## src/rtl/cp0_defs.sv

```systemverilog
// Shared CP0 constants: register numbers, exception codes, except[] bit
// indices and Status/Cause field positions.
package cp0_defs;

  localparam logic [4:0] REG_BADVADDR = 5'd8;
  localparam logic [4:0] REG_COUNT    = 5'd9;
  localparam logic [4:0] REG_COMPARE  = 5'd11;
  localparam logic [4:0] REG_STATUS   = 5'd12;
  localparam logic [4:0] REG_CAUSE    = 5'd13;
  localparam logic [4:0] REG_EPC      = 5'd14;

  localparam logic [4:0] EXC_INT  = 5'h00;
  localparam logic [4:0] EXC_ADEL = 5'h04;
  localparam logic [4:0] EXC_ADES = 5'h05;
  localparam logic [4:0] EXC_SYS  = 5'h08;
  localparam logic [4:0] EXC_BP   = 5'h09;
  localparam logic [4:0] EXC_RI   = 5'h0a;
  localparam logic [4:0] EXC_OV   = 5'h0c;

  localparam int EX_ERET    = 0;
  localparam int EX_INT     = 1;
  localparam int EX_ADEL_IF = 2;
  localparam int EX_RI      = 3;
  localparam int EX_OV      = 4;
  localparam int EX_SYS     = 5;
  localparam int EX_BP      = 6;
  localparam int EX_ADEL_LD = 7;
  localparam int EX_ADES    = 8;

  localparam int ST_IE    = 0;
  localparam int ST_EXL   = 1;
  localparam int ST_IM_LO = 8;
  localparam int ST_IM_HI = 15;

  localparam int CA_BD = 31;
  localparam int CA_TI = 30;

  // Status bits software may change: IM[15:8], EXL, IE.
  localparam logic [31:0] STATUS_WMASK = 32'h0000_ff03;

  typedef enum logic [1:0] {
    BADV_NONE = 2'd0,
    BADV_PC   = 2'd1,
    BADV_ADDR = 2'd2
  } badv_sel_e;

endpackage

```

## src/rtl/cp0_exc_encode.sv

```systemverilog
// Priority encoder for except[8:1]: the lowest set bit selects the ExcCode
// and where BadVAddr is loaded from.
module cp0_exc_encode
  import cp0_defs::*;
(
  input  logic [8:1]  i_except,
  output logic        o_valid,
  output logic [4:0]  o_exccode,
  output badv_sel_e   o_badv_sel
);

  // NOTE: every output gets a default before the priority chain so no path
  // leaves a signal unassigned, which would otherwise infer a latch.
  always_comb begin
    o_valid    = |i_except;
    o_exccode  = EXC_INT;
    o_badv_sel = BADV_NONE;
    if (i_except[EX_INT]) begin
      o_exccode = EXC_INT;
    end else if (i_except[EX_ADEL_IF]) begin
      o_exccode  = EXC_ADEL;
      o_badv_sel = BADV_PC;
    end else if (i_except[EX_RI]) begin
      o_exccode = EXC_RI;
    end else if (i_except[EX_OV]) begin
      o_exccode = EXC_OV;
    end else if (i_except[EX_SYS]) begin
      o_exccode = EXC_SYS;
    end else if (i_except[EX_BP]) begin
      o_exccode = EXC_BP;
    end else if (i_except[EX_ADEL_LD]) begin
      o_exccode  = EXC_ADEL;
      o_badv_sel = BADV_ADDR;
    end else if (i_except[EX_ADES]) begin
      o_exccode  = EXC_ADES;
      o_badv_sel = BADV_ADDR;
    end
  end

endmodule

```

## src/rtl/mem_cp0_regs.sv

```systemverilog
// MEM-stage CP0 register file: EPC, BadVAddr, Count, Compare, Status, Cause,
// exception/ERET commit, Count/Compare timer and interrupt request.
module mem_cp0_regs
  import cp0_defs::*;
#(
  parameter int unsigned  COUNT_DIV    = 2,
  parameter logic [31:0]  RESET_STATUS = 32'h0040_0000
) (
  input  logic        clk,
  input  logic        resetn,
  input  logic [8:0]  except,
  input  logic [31:0] ex_pc,
  input  logic [31:0] ex_badvaddr,
  input  logic        in_delay_slot,
  input  logic        mtc0_we,
  input  logic [4:0]  cp0_addr,
  input  logic [31:0] cp0_wdata,
  output logic [31:0] cp0_rdata,
  input  logic [5:0]  hw_int,
  output logic [31:0] epc,
  output logic [31:0] status,
  output logic [31:0] cause,
  output logic        int_req,
  output logic        exc_flush
);

  localparam int DIV_W = (COUNT_DIV > 1) ? $clog2(COUNT_DIV) : 1;

  logic [31:0]      r_status, r_epc, r_badvaddr, r_count, r_compare;
  logic             r_cause_bd, r_cause_ti;
  logic [7:0]       r_cause_ip;
  logic [4:0]       r_cause_exc;
  logic [DIV_W-1:0] r_div;
  logic             r_count_written;

  logic             w_enc_valid;
  logic [4:0]       w_enc_code;
  badv_sel_e        w_badv_sel;
  logic             w_eret, w_exc, w_mtc0;
  logic             w_wr_count, w_wr_compare, w_wr_status, w_wr_cause, w_wr_epc;
  logic             w_tick, w_match, w_ti_next;
  logic [31:0]      w_cause;

  cp0_exc_encode u_encode (
    .i_except   (except[8:1]),
    .o_valid    (w_enc_valid),
    .o_exccode  (w_enc_code),
    .o_badv_sel (w_badv_sel)
  );

  assign w_eret       = except[EX_ERET];
  assign w_exc        = w_enc_valid & ~w_eret;
  assign w_mtc0       = mtc0_we & ~(|except);
  assign w_wr_count   = w_mtc0 && (cp0_addr == REG_COUNT);
  assign w_wr_compare = w_mtc0 && (cp0_addr == REG_COMPARE);
  assign w_wr_status  = w_mtc0 && (cp0_addr == REG_STATUS);
  assign w_wr_cause   = w_mtc0 && (cp0_addr == REG_CAUSE);
  assign w_wr_epc     = w_mtc0 && (cp0_addr == REG_EPC);

  assign w_tick    = (r_div == DIV_W'(COUNT_DIV - 1));
  // A 0==0 match straight out of reset must not fire the timer.
  assign w_match   = (r_count == r_compare) && ((r_compare != 32'd0) || r_count_written);
  assign w_ti_next = w_wr_compare ? 1'b0 : (w_match ? 1'b1 : r_cause_ti);

  // NOTE: sequential state uses non-blocking assignments so every register
  // samples pre-edge values; the async reset sits in the sensitivity list.
  always_ff @(posedge clk or negedge resetn) begin
    if (!resetn) begin
      r_status <= RESET_STATUS;
    end else if (w_eret) begin
      r_status[ST_EXL] <= 1'b0;
    end else if (w_exc) begin
      r_status[ST_EXL] <= 1'b1;
    end else if (w_wr_status) begin
      r_status <= (r_status & ~STATUS_WMASK) | (cp0_wdata & STATUS_WMASK);
    end
  end

  always_ff @(posedge clk or negedge resetn) begin
    if (!resetn) begin
      r_epc       <= '0;
      r_badvaddr  <= '0;
      r_cause_bd  <= 1'b0;
      r_cause_exc <= '0;
    end else if (w_exc) begin
      r_cause_exc <= w_enc_code;
      // Nested exceptions keep the original return address and BD flag.
      if (!r_status[ST_EXL]) begin
        r_epc      <= in_delay_slot ? (ex_pc - 32'd4) : ex_pc;
        r_cause_bd <= in_delay_slot;
      end
      case (w_badv_sel)
        BADV_PC:   r_badvaddr <= ex_pc;
        BADV_ADDR: r_badvaddr <= ex_badvaddr;
        default:   r_badvaddr <= r_badvaddr;
      endcase
    end else if (w_wr_epc) begin
      r_epc <= cp0_wdata;
    end
  end

  always_ff @(posedge clk or negedge resetn) begin
    if (!resetn) begin
      r_cause_ti <= 1'b0;
      r_cause_ip <= '0;
    end else begin
      r_cause_ti      <= w_ti_next;
      r_cause_ip[7:2] <= {hw_int[5] | w_ti_next, hw_int[4:0]};
      if (w_wr_cause) r_cause_ip[1:0] <= cp0_wdata[9:8];
    end
  end

  always_ff @(posedge clk or negedge resetn) begin
    if (!resetn) begin
      r_count         <= '0;
      r_compare       <= '0;
      r_div           <= '0;
      r_count_written <= 1'b0;
    end else begin
      if (w_wr_count) begin
        r_count         <= cp0_wdata;
        r_div           <= '0;
        r_count_written <= 1'b1;
      end else if (w_tick) begin
        r_count <= r_count + 32'd1;
        r_div   <= '0;
      end else begin
        r_div <= r_div + DIV_W'(1);
      end
      if (w_wr_compare) r_compare <= cp0_wdata;
    end
  end

  assign w_cause = {r_cause_bd, r_cause_ti, 14'd0, r_cause_ip, 1'b0, r_cause_exc, 2'b00};

  always_comb begin
    cp0_rdata = '0;
    case (cp0_addr)
      REG_BADVADDR: cp0_rdata = r_badvaddr;
      REG_COUNT:    cp0_rdata = r_count;
      REG_COMPARE:  cp0_rdata = r_compare;
      REG_STATUS:   cp0_rdata = r_status;
      REG_CAUSE:    cp0_rdata = w_cause;
      REG_EPC:      cp0_rdata = r_epc;
      default:      cp0_rdata = '0;
    endcase
  end

  assign epc       = r_epc;
  assign status    = r_status;
  assign cause     = w_cause;
  assign int_req   = (|(r_cause_ip & r_status[ST_IM_HI:ST_IM_LO]))
                     & r_status[ST_IE] & ~r_status[ST_EXL];
  assign exc_flush = |except;

endmodule

```

## config.mk

```make
export PLATFORM = sky130hd
export DESIGN_NAME = mem_cp0_regs
export DESIGN_NICKNAME = d
export VERILOG_FILES = /design/src/rtl/cp0_defs.sv /design/src/rtl/cp0_exc_encode.sv /design/src/rtl/mem_cp0_regs.sv
export SDC_FILE = /design/constraint.sdc
export NUM_CORES = 1
export LEC_CHECK = 0
export ABC_AREA = 1
export CORE_MARGIN = 1.5
export CORE_UTILIZATION = 51
export DETAILED_ROUTE_END_ITERATION = 10
export PLACE_DENSITY = 0.89
export SYNTH_ARGS = -nofsm -noshare
export SYNTH_HDL_FRONTEND = slang
export SYNTH_SLANG_ARGS = --single-unit
```

## constraint.sdc

```tcl
create_clock -name clk -period 1.95 [get_ports clk]
set_input_delay 0.195 -clock clk [delete_from_list [all_inputs] [get_ports clk]]
set_output_delay 0.195 -clock clk [all_outputs]
set_load 0.03 [all_outputs]
```

# Yosys cells after proc, flatten, opt, wreduce, memory -nomap -nowiden
# Cells that the tools add are included.
[word_totals]
ff_bits = 177
input_bits = 120
output_inout_bits = 130
word_cells = 87
[classes]
add_sub_neg = 3
eq_ne = 10
mux = 31
n_bitwise = 11
n_reduce_logical = 19
[op_table]
columns = ["cell", "n"]
rows = [
  ["$mux 32", 6],
  ["$pmux 32 s6", 1],
  ["$pmux 32 s2", 1],
  ["$mux 5", 7],
  ["$add 32x1->32 const B", 1],
  ["$eq 32x32->1", 1],
  ["$or 32x16->32", 1],
  ["$reduce_bool 32->1", 1],
  ["$sub 32x3->32 const B", 1],
  ["$eq 5x4->1 const B", 6],
  ["$mux 2", 9],
  ["$reduce_or 8->1", 2],
  ["$reduce_or 9->1", 1],
  ["$and 8x8->8", 1],
  ["$logic_and 1x1->1", 6],
  ["$mux 1", 6],
  ["$reduce_and 2->1", 3],
  ["$reduce_bool 2->1", 3],
  ["$and 1x1->1", 4],
  ["$not 1->1", 4],
  ["$mux 3", 1],
  ["$reduce_and 3->1", 1],
  ["$reduce_bool 3->1", 1],
  ["$eq 2x1->1 const B", 1],
  ["5 further kinds", 5],
]

# Longest topological paths before layout
[depth]
word_depth = 11
depth_mapped = 13
depth_no_buf = 13

# Cells and area by module
# From an unflattened synthesis, not the netlist that was laid out.
[hier_totals]
cells_unflattened = 1521
area_unflattened_um2 = 10264.8
[by_module_without_submodules]
columns = ["mod", "instances", "cells_each", "area_per_inst_um2", "seq_area_each_um2"]
rows = [
  ["mem_cp0_regs", 1, 1491, 10139.7, 3878.7],
  ["cp0_exc_encode", 1, 30, 125.1, 0.0],
]

# Worst setup path after synthesis
# No wires, ideal clock.
[synth_timing]
kind = "input port to flip-flop"
start = "input port except[1]"
end = "register r_badvaddr[2]"
setup_time_ps = 130
t_arrival_ps = 1653
required_time_ps = 1820
setup_slack_ps = 167
cell_stages = 9
n_path_buf = 2
path_cell_list = "nor2_1 -> nand2_1 -> nor3_1 -> ha_1 -> clkbuf_1 -> clkbuf_1 -> o21ai_0 -> nand2_1 -> o21ai_0"
[synth_between]
elab_chain_cells = 4
word_cells_on_any_way = 8
classes_between = "eq/ne: 2; mux: 2; bitwise: 1; reduce/logical: 3"
[synth_lines]
columns = ["item", "line", "source"]
rows = [
  ["from (decl)", "mem_cp0_regs.sv:11", "input logic [8:0] except,"],
  ["$mux 2", "cp0_exc_encode.sv:18", "if (i_except[EX_INT]) begin"],
  ["$eq 2x2->1 / $eq 2x1->1 (equally long branches)", "mem_cp0_regs.sv:92", "case (w_badv_sel)"],
  ["$reduce_bool 2->1 (no source line)", "--", ""],
  ["$reduce_and 2->1 (no source line)", "--", ""],
  ["to (signal assigned)", "mem_cp0_regs.sv:93", "BADV_PC: r_badvaddr <= ex_pc;"],
  ["to (signal assigned)", "mem_cp0_regs.sv:94", "BADV_ADDR: r_badvaddr <= ex_badvaddr;"],
  ["to (signal assigned)", "mem_cp0_regs.sv:95", "default: r_badvaddr <= r_badvaddr;"],
  ["to (decl)", "mem_cp0_regs.sv:29", "logic [31:0] r_status, r_epc, r_badvaddr, r_count, r_compare;"],
]
# Parallel ways exist; a longest one is shown, timed or not.
# A chain may end at the register's enable or synchronous reset.

# Worst setup path after layout
[layout_timing]
start = "register r_cause_ip[4]"
end = "output port cp0_rdata[12]"
[layout_between]
elab_chain_cells = 1
[layout_lines]
columns = ["item", "line", "source"]
rows = [
  ["from (decl)", "mem_cp0_regs.sv:31", "logic [7:0] r_cause_ip;"],
  ["from (signal assigned)", "mem_cp0_regs.sv:108", "r_cause_ip[7:2] <= {hw_int[5] | w_ti_next, hw_int[4:0]};"],
  ["$pmux 32 s6", "mem_cp0_regs.sv:138", "case (cp0_addr)"],
  ["to (decl)", "mem_cp0_regs.sv:18", "output logic [31:0] cp0_rdata,"],
]
# No other way between the ends.

==> impl_metrics.xml <==
<?xml version="1.0" encoding="UTF-8"?>
<metrics>
  <group name="logic_synthesis">
    <metric name="syn_area" unit="sq um">10200</metric>
    <metric name="synth_top_family_by_area" unit="">simple AND/OR/NAND/NOR gates</metric>
    <metric name="post_synth_num_cell_types" unit="">42</metric>
    <metric name="synth_top_cells_by_area" unit="">sky130_fd_sc_hd__dfrtp_1 38%, sky130_fd_sc_hd__nand2_1 16%, sky130_fd_sc_hd__inv_1 6.3%</metric>
    <metric name="synthAdderAreaFrac" unit="">0.00370</metric>
    <metric name="synth.ff_latch_count" unit="">154</metric>
    <metric name="post_synth_and_or_nand_nor_area_fraction" unit="">0.279</metric>
    <metric name="ys.flop_type" unit="">sky130_fd_sc_hd__dfrtp_1</metric>
    <metric name="synth_enable_flop_cells" unit="">0</metric>
    <metric name="yosys-mux-area-fraction" unit="">0.00776</metric>
    <metric name="synth_cells" unit="">1448</metric>
    <metric name="synth_common_cells" unit="">420 x sky130_fd_sc_hd__nand2_1, 171 x sky130_fd_sc_hd__inv_1, 154 x sky130_fd_sc_hd__dfrtp_1</metric>
    <metric name="ys_seq_area_frac" unit="">0.379</metric>
    <metric name="synthMostInstantiatedCell" unit="">sky130_fd_sc_hd__nand2_1</metric>
    <metric name="synthArstFlopShare" unit="">1.00</metric>
    <metric name="synthDominantAreaCellType" unit="">sky130_fd_sc_hd__dfrtp_1</metric>
    <metric name="yosys.area.top_type_share" unit="">0.379</metric>
    <metric name="post_synth.cell_area_avg" unit="sq um">7.01</metric>
    <metric name="yosys.area_share.xor_xnor" unit="">0.0457</metric>
    <metric name="yosysWarningCount" unit="">0</metric>
    <metric name="synth_compound_area_frac" unit="">0.155</metric>
  </group>
  <group name="critical_path">
    <metric name="crit_required" unit="ns">1.75</metric>
    <metric name="cp_slowest_stage_delay" unit="ns">0.39</metric>
    <metric name="worst_path_max_delay_cell" unit="">sky130_fd_sc_hd__dfrtp_1</metric>
    <metric name="crit_path_cell_trace" unit="">buf_4 &gt; inv_2 &gt; o22ai_2 &gt; a21oi_2 &gt; o211ai_1 &gt; clkbuf_16</metric>
    <metric name="critical_path.startpoint_type" unit="">flop</metric>
    <metric name="cp.arrival" unit="ns">1.76</metric>
    <metric name="critical_path.max_fanout" unit="">2</metric>
    <metric name="type_of_destination_of_the_critical_path" unit="">output pin</metric>
    <metric name="critPathKind" unit="">flop to output pin</metric>
  </group>
  <group name="power">
    <metric name="max-vdd-ir-drop" unit="uV">451</metric>
    <metric name="totalPowerFinal" unit="mW">9.82</metric>
    <metric name="power_density" unit="nW/um^2">680</metric>
    <metric name="reported_leakage_power" unit="nW">6.56</metric>
  </group>
  <group name="grt">
    <metric name="use_met3" unit="">0.0795</metric>
    <metric name="grt_pass1_wl" unit="mm">60.7</metric>
    <metric name="grt-busiest-layer" unit="">met2</metric>
    <metric name="met2_usage" unit="">0.612</metric>
    <metric name="gr-usage-all-layers" unit="">0.391</metric>
    <metric name="grt_max_degree" unit="">44</metric>
    <metric name="globalRouteMet1Util" unit="">0.527</metric>
    <metric name="grt_remaining_overflow" unit="">0</metric>
    <metric name="grt_antenna_before_repair" unit="">0</metric>
    <metric name="via_count_of_the_first_global_routing_pass" unit="">10924</metric>
  </group>
  <group name="routing">
    <metric name="route.vias.total" unit="">11825</metric>
    <metric name="firstDrtPassIters" unit="">6</metric>
    <metric name="number_of_design_rule_violations_left_after_detail_routing" unit="">0</metric>
    <metric name="drt-wirelength-per-cell" unit="um">19.9</metric>
    <metric name="via_density_per_instance" unit="">5.83</metric>
    <metric name="antenna_left" unit="">0</metric>
    <metric name="totalWireLength" unit="mm">40.4</metric>
    <metric name="drtIter0Drc" unit="">1927</metric>
  </group>
  <group name="outcome">
    <metric name="failed_checks" unit="">negative setup slack</metric>
    <metric name="status" unit="">finished, violations left</metric>
  </group>
  <group name="sta">
    <metric name="tns" unit="ns">-0.00231</metric>
    <metric name="final.min_clock_period" unit="ns">1.95</metric>
    <metric name="clock.fmax" unit="MHz">512</metric>
    <metric name="clock-skew-final" unit="ns">0.00649</metric>
    <metric name="report.final.setup_viol" unit="">1</metric>
    <metric name="unrepaired_setup_endpoints_after_global_routing" unit="">true</metric>
    <metric name="timing.slew.headroom" unit="">0.626</metric>
    <metric name="transition_time_at_the_pin_with_the_least_slew_margin" unit="ns">0.560</metric>
    <metric name="drv_slew" unit="">0</metric>
    <metric name="post_route_fraction_of_the_period_consumed_by_the_critical_path" unit="">1.00</metric>
    <metric name="worst_slack" unit="ns">-0.00231</metric>
    <metric name="hold_viol" unit="">0</metric>
  </group>
  <group name="floorplan">
    <metric name="start_util" unit="">0.520</metric>
    <metric name="floorplan.io_pins" unit="">250</metric>
    <metric name="die-height" unit="um">144</metric>
    <metric name="floorplan.die.width" unit="um">144</metric>
    <metric name="floorplan.core_area" unit="sq um">19500</metric>
    <metric name="row_count" unit="">51</metric>
    <metric name="die-area" unit="sq um">20800</metric>
  </group>
  <group name="worst_hold_path">
    <metric name="worstHoldPathType" unit="">input port to flop</metric>
  </group>
  <group name="placed_design">
    <metric name="detailed_place_hpwl" unit="mm">30.8</metric>
    <metric name="placed_cells_incl_taps" unit="">1982</metric>
    <metric name="routabilityCongestion" unit="">1.04</metric>
    <metric name="port_buffers" unit="">209</metric>
  </group>
  <group name="cts">
    <metric name="clkLatencyLatePin" unit="ns">0.43</metric>
    <metric name="clock_tree.buffer_depth" unit="">2</metric>
    <metric name="clock_sink_count" unit="">154</metric>
    <metric name="clock_tree_from_tritoncts" unit="">yes</metric>
    <metric name="clockRootBuffer" unit="">sky130_fd_sc_hd__clkbuf_16</metric>
    <metric name="cts_inserted_buffers" unit="">17</metric>
    <metric name="clock_tree.htree_level_count" unit="">4</metric>
    <metric name="clk_pin_slew_worst_paths" unit="ns">0.06</metric>
  </group>
  <group name="final_layout">
    <metric name="drive_above_1_share" unit="">0.154</metric>
    <metric name="layout.core_utilization" unit="">0.740</metric>
    <metric name="flow.area_growth_from_synthesis" unit="%">42.2</metric>
    <metric name="design.final.nets" unit="">1875</metric>
    <metric name="insertedDiodeCount" unit="">0</metric>
    <metric name="fin_cells" unit="">2030</metric>
  </group>
  <group name="run">
    <metric name="timing.max_cap.violations" unit="">0</metric>
  </group>
</metrics>
-- cells in the final DEF (no fill, tap or decap), types with 36 or more instances in the layout --
cell type and n:
sky130_fd_sc_hd__nand2_1 419, sky130_fd_sc_hd__nor2_1 145, sky130_fd_sc_hd__o21ai_0 101, sky130_fd_sc_hd__dfrtp_1 154, sky130_fd_sc_hd__buf_12 36, sky130_fd_sc_hd__inv_1 165, sky130_fd_sc_hd__buf_4 129, sky130_fd_sc_hd__conb_1 40
sky130_fd_sc_hd__nand3_1 61, sky130_fd_sc_hd__clkdlybuf4s50_1 169
-- repair_timing --
action,4_1_cts,5_1_grt
cloned,3,0
hold buffers,1,0
gates resized for setup,31,37
endpoints found under the setup margin,34,52
pin swaps,4,7
hold endpoints to repair,39,0
buffers inserted,5,7
-- kinds of logic after synthesis --
family	Yosys count
AOI/OAI and AO/OA	256
xor gates and xnor gates	53
adders and majority gates	3
buffers and inverters	284
DFF	154
muxes	7
other	2
and+or+nand+nor	689
-- state kept, by name, indices dropped and copies added, names as in the netlist --
name	count
r_cause_ti	1
r_compare	32
r_div	1
r_badvaddr	32
epc	32
r_cause_bd	1
r_cause_ip	8
r_count_written	1
r_count	32
status	10
r_cause_exc	4
-- per-layer routing --
layer,share of wire,up-vias
li1,-,5212
met2,0.46,982
met4,0.045,0
met3,0.13,170
met1,0.37,5461
met5,0,-
-- final cells by class --
| class | instances | area [sq um] |
|---|---|---|
| Inverter | 179 | 682 |
| Fill cell | 1469 | 5080 |
| Tap cell | 265 | 332 |
| Clock buffer | 20 | 447 |
| Sequential cell | 154 | 3850 |
| Timing Repair Buffer | 352 | 3630 |
| Clock inverter | 12 | 220 |
| Multi-Input combinational cell | 1048 | 5280 |
-- final timing paths --
kind | end | depth (start not counted) | slack, ns | start
max in group asynchronous | r_compare[24] | 3 | 1.06 | resetn
min in group asynchronous | status[0] | 2 | 0.28 | resetn
hold reg to reg | r_count_written | 1 | 0.49 | r_count_written
setup reg to reg | r_count[16] | 8 | 0.12 | r_count[1]
setup / recovery | cp0_rdata[12] | 6 | -0.002 | r_cause_ip[4]
hold / removal | r_cause_ip[3] | 1 | 0.21 | hw_int[1]
-- where the power goes --
part           leakage, nW  switching [mW]  total, mW  internal, mW
clock network        0.312            1.37       3.80          2.43
registers             1.90           0.271       3.75          3.48
logic                 4.35            1.36       2.27         0.912
total                 6.56            3.00       9.82          6.82
-- stage by stage --
| stage | instance area, sq um | worst slack [ns] | hold WS [ns] |
|---|---|---|---|
| 2_1_floorplan | 10300 | 0.167 | -0.101 |
| 3_3_place_gp | 13400 | -0.274 | 0.147 |
| 3_5_place_dp | 13400 | -0.342 | 0.151 |
| 4_1_cts | 14300 | 0.00160 | 0.198 |
| 5_1_grt | 14400 | -0.0161 | 0.201 |
| 6_report | 14400 | -0.00231 | 0.205 |
-- critical path: cells and delay by family (launching register included) --
kind	cells	cell delay (ns)
buffers and inverters	3	0.46
AOI/OAI and AO/OA	3	0.47
DFF	1	0.39
No activity file was read; power rests on OpenSTA's default activity.
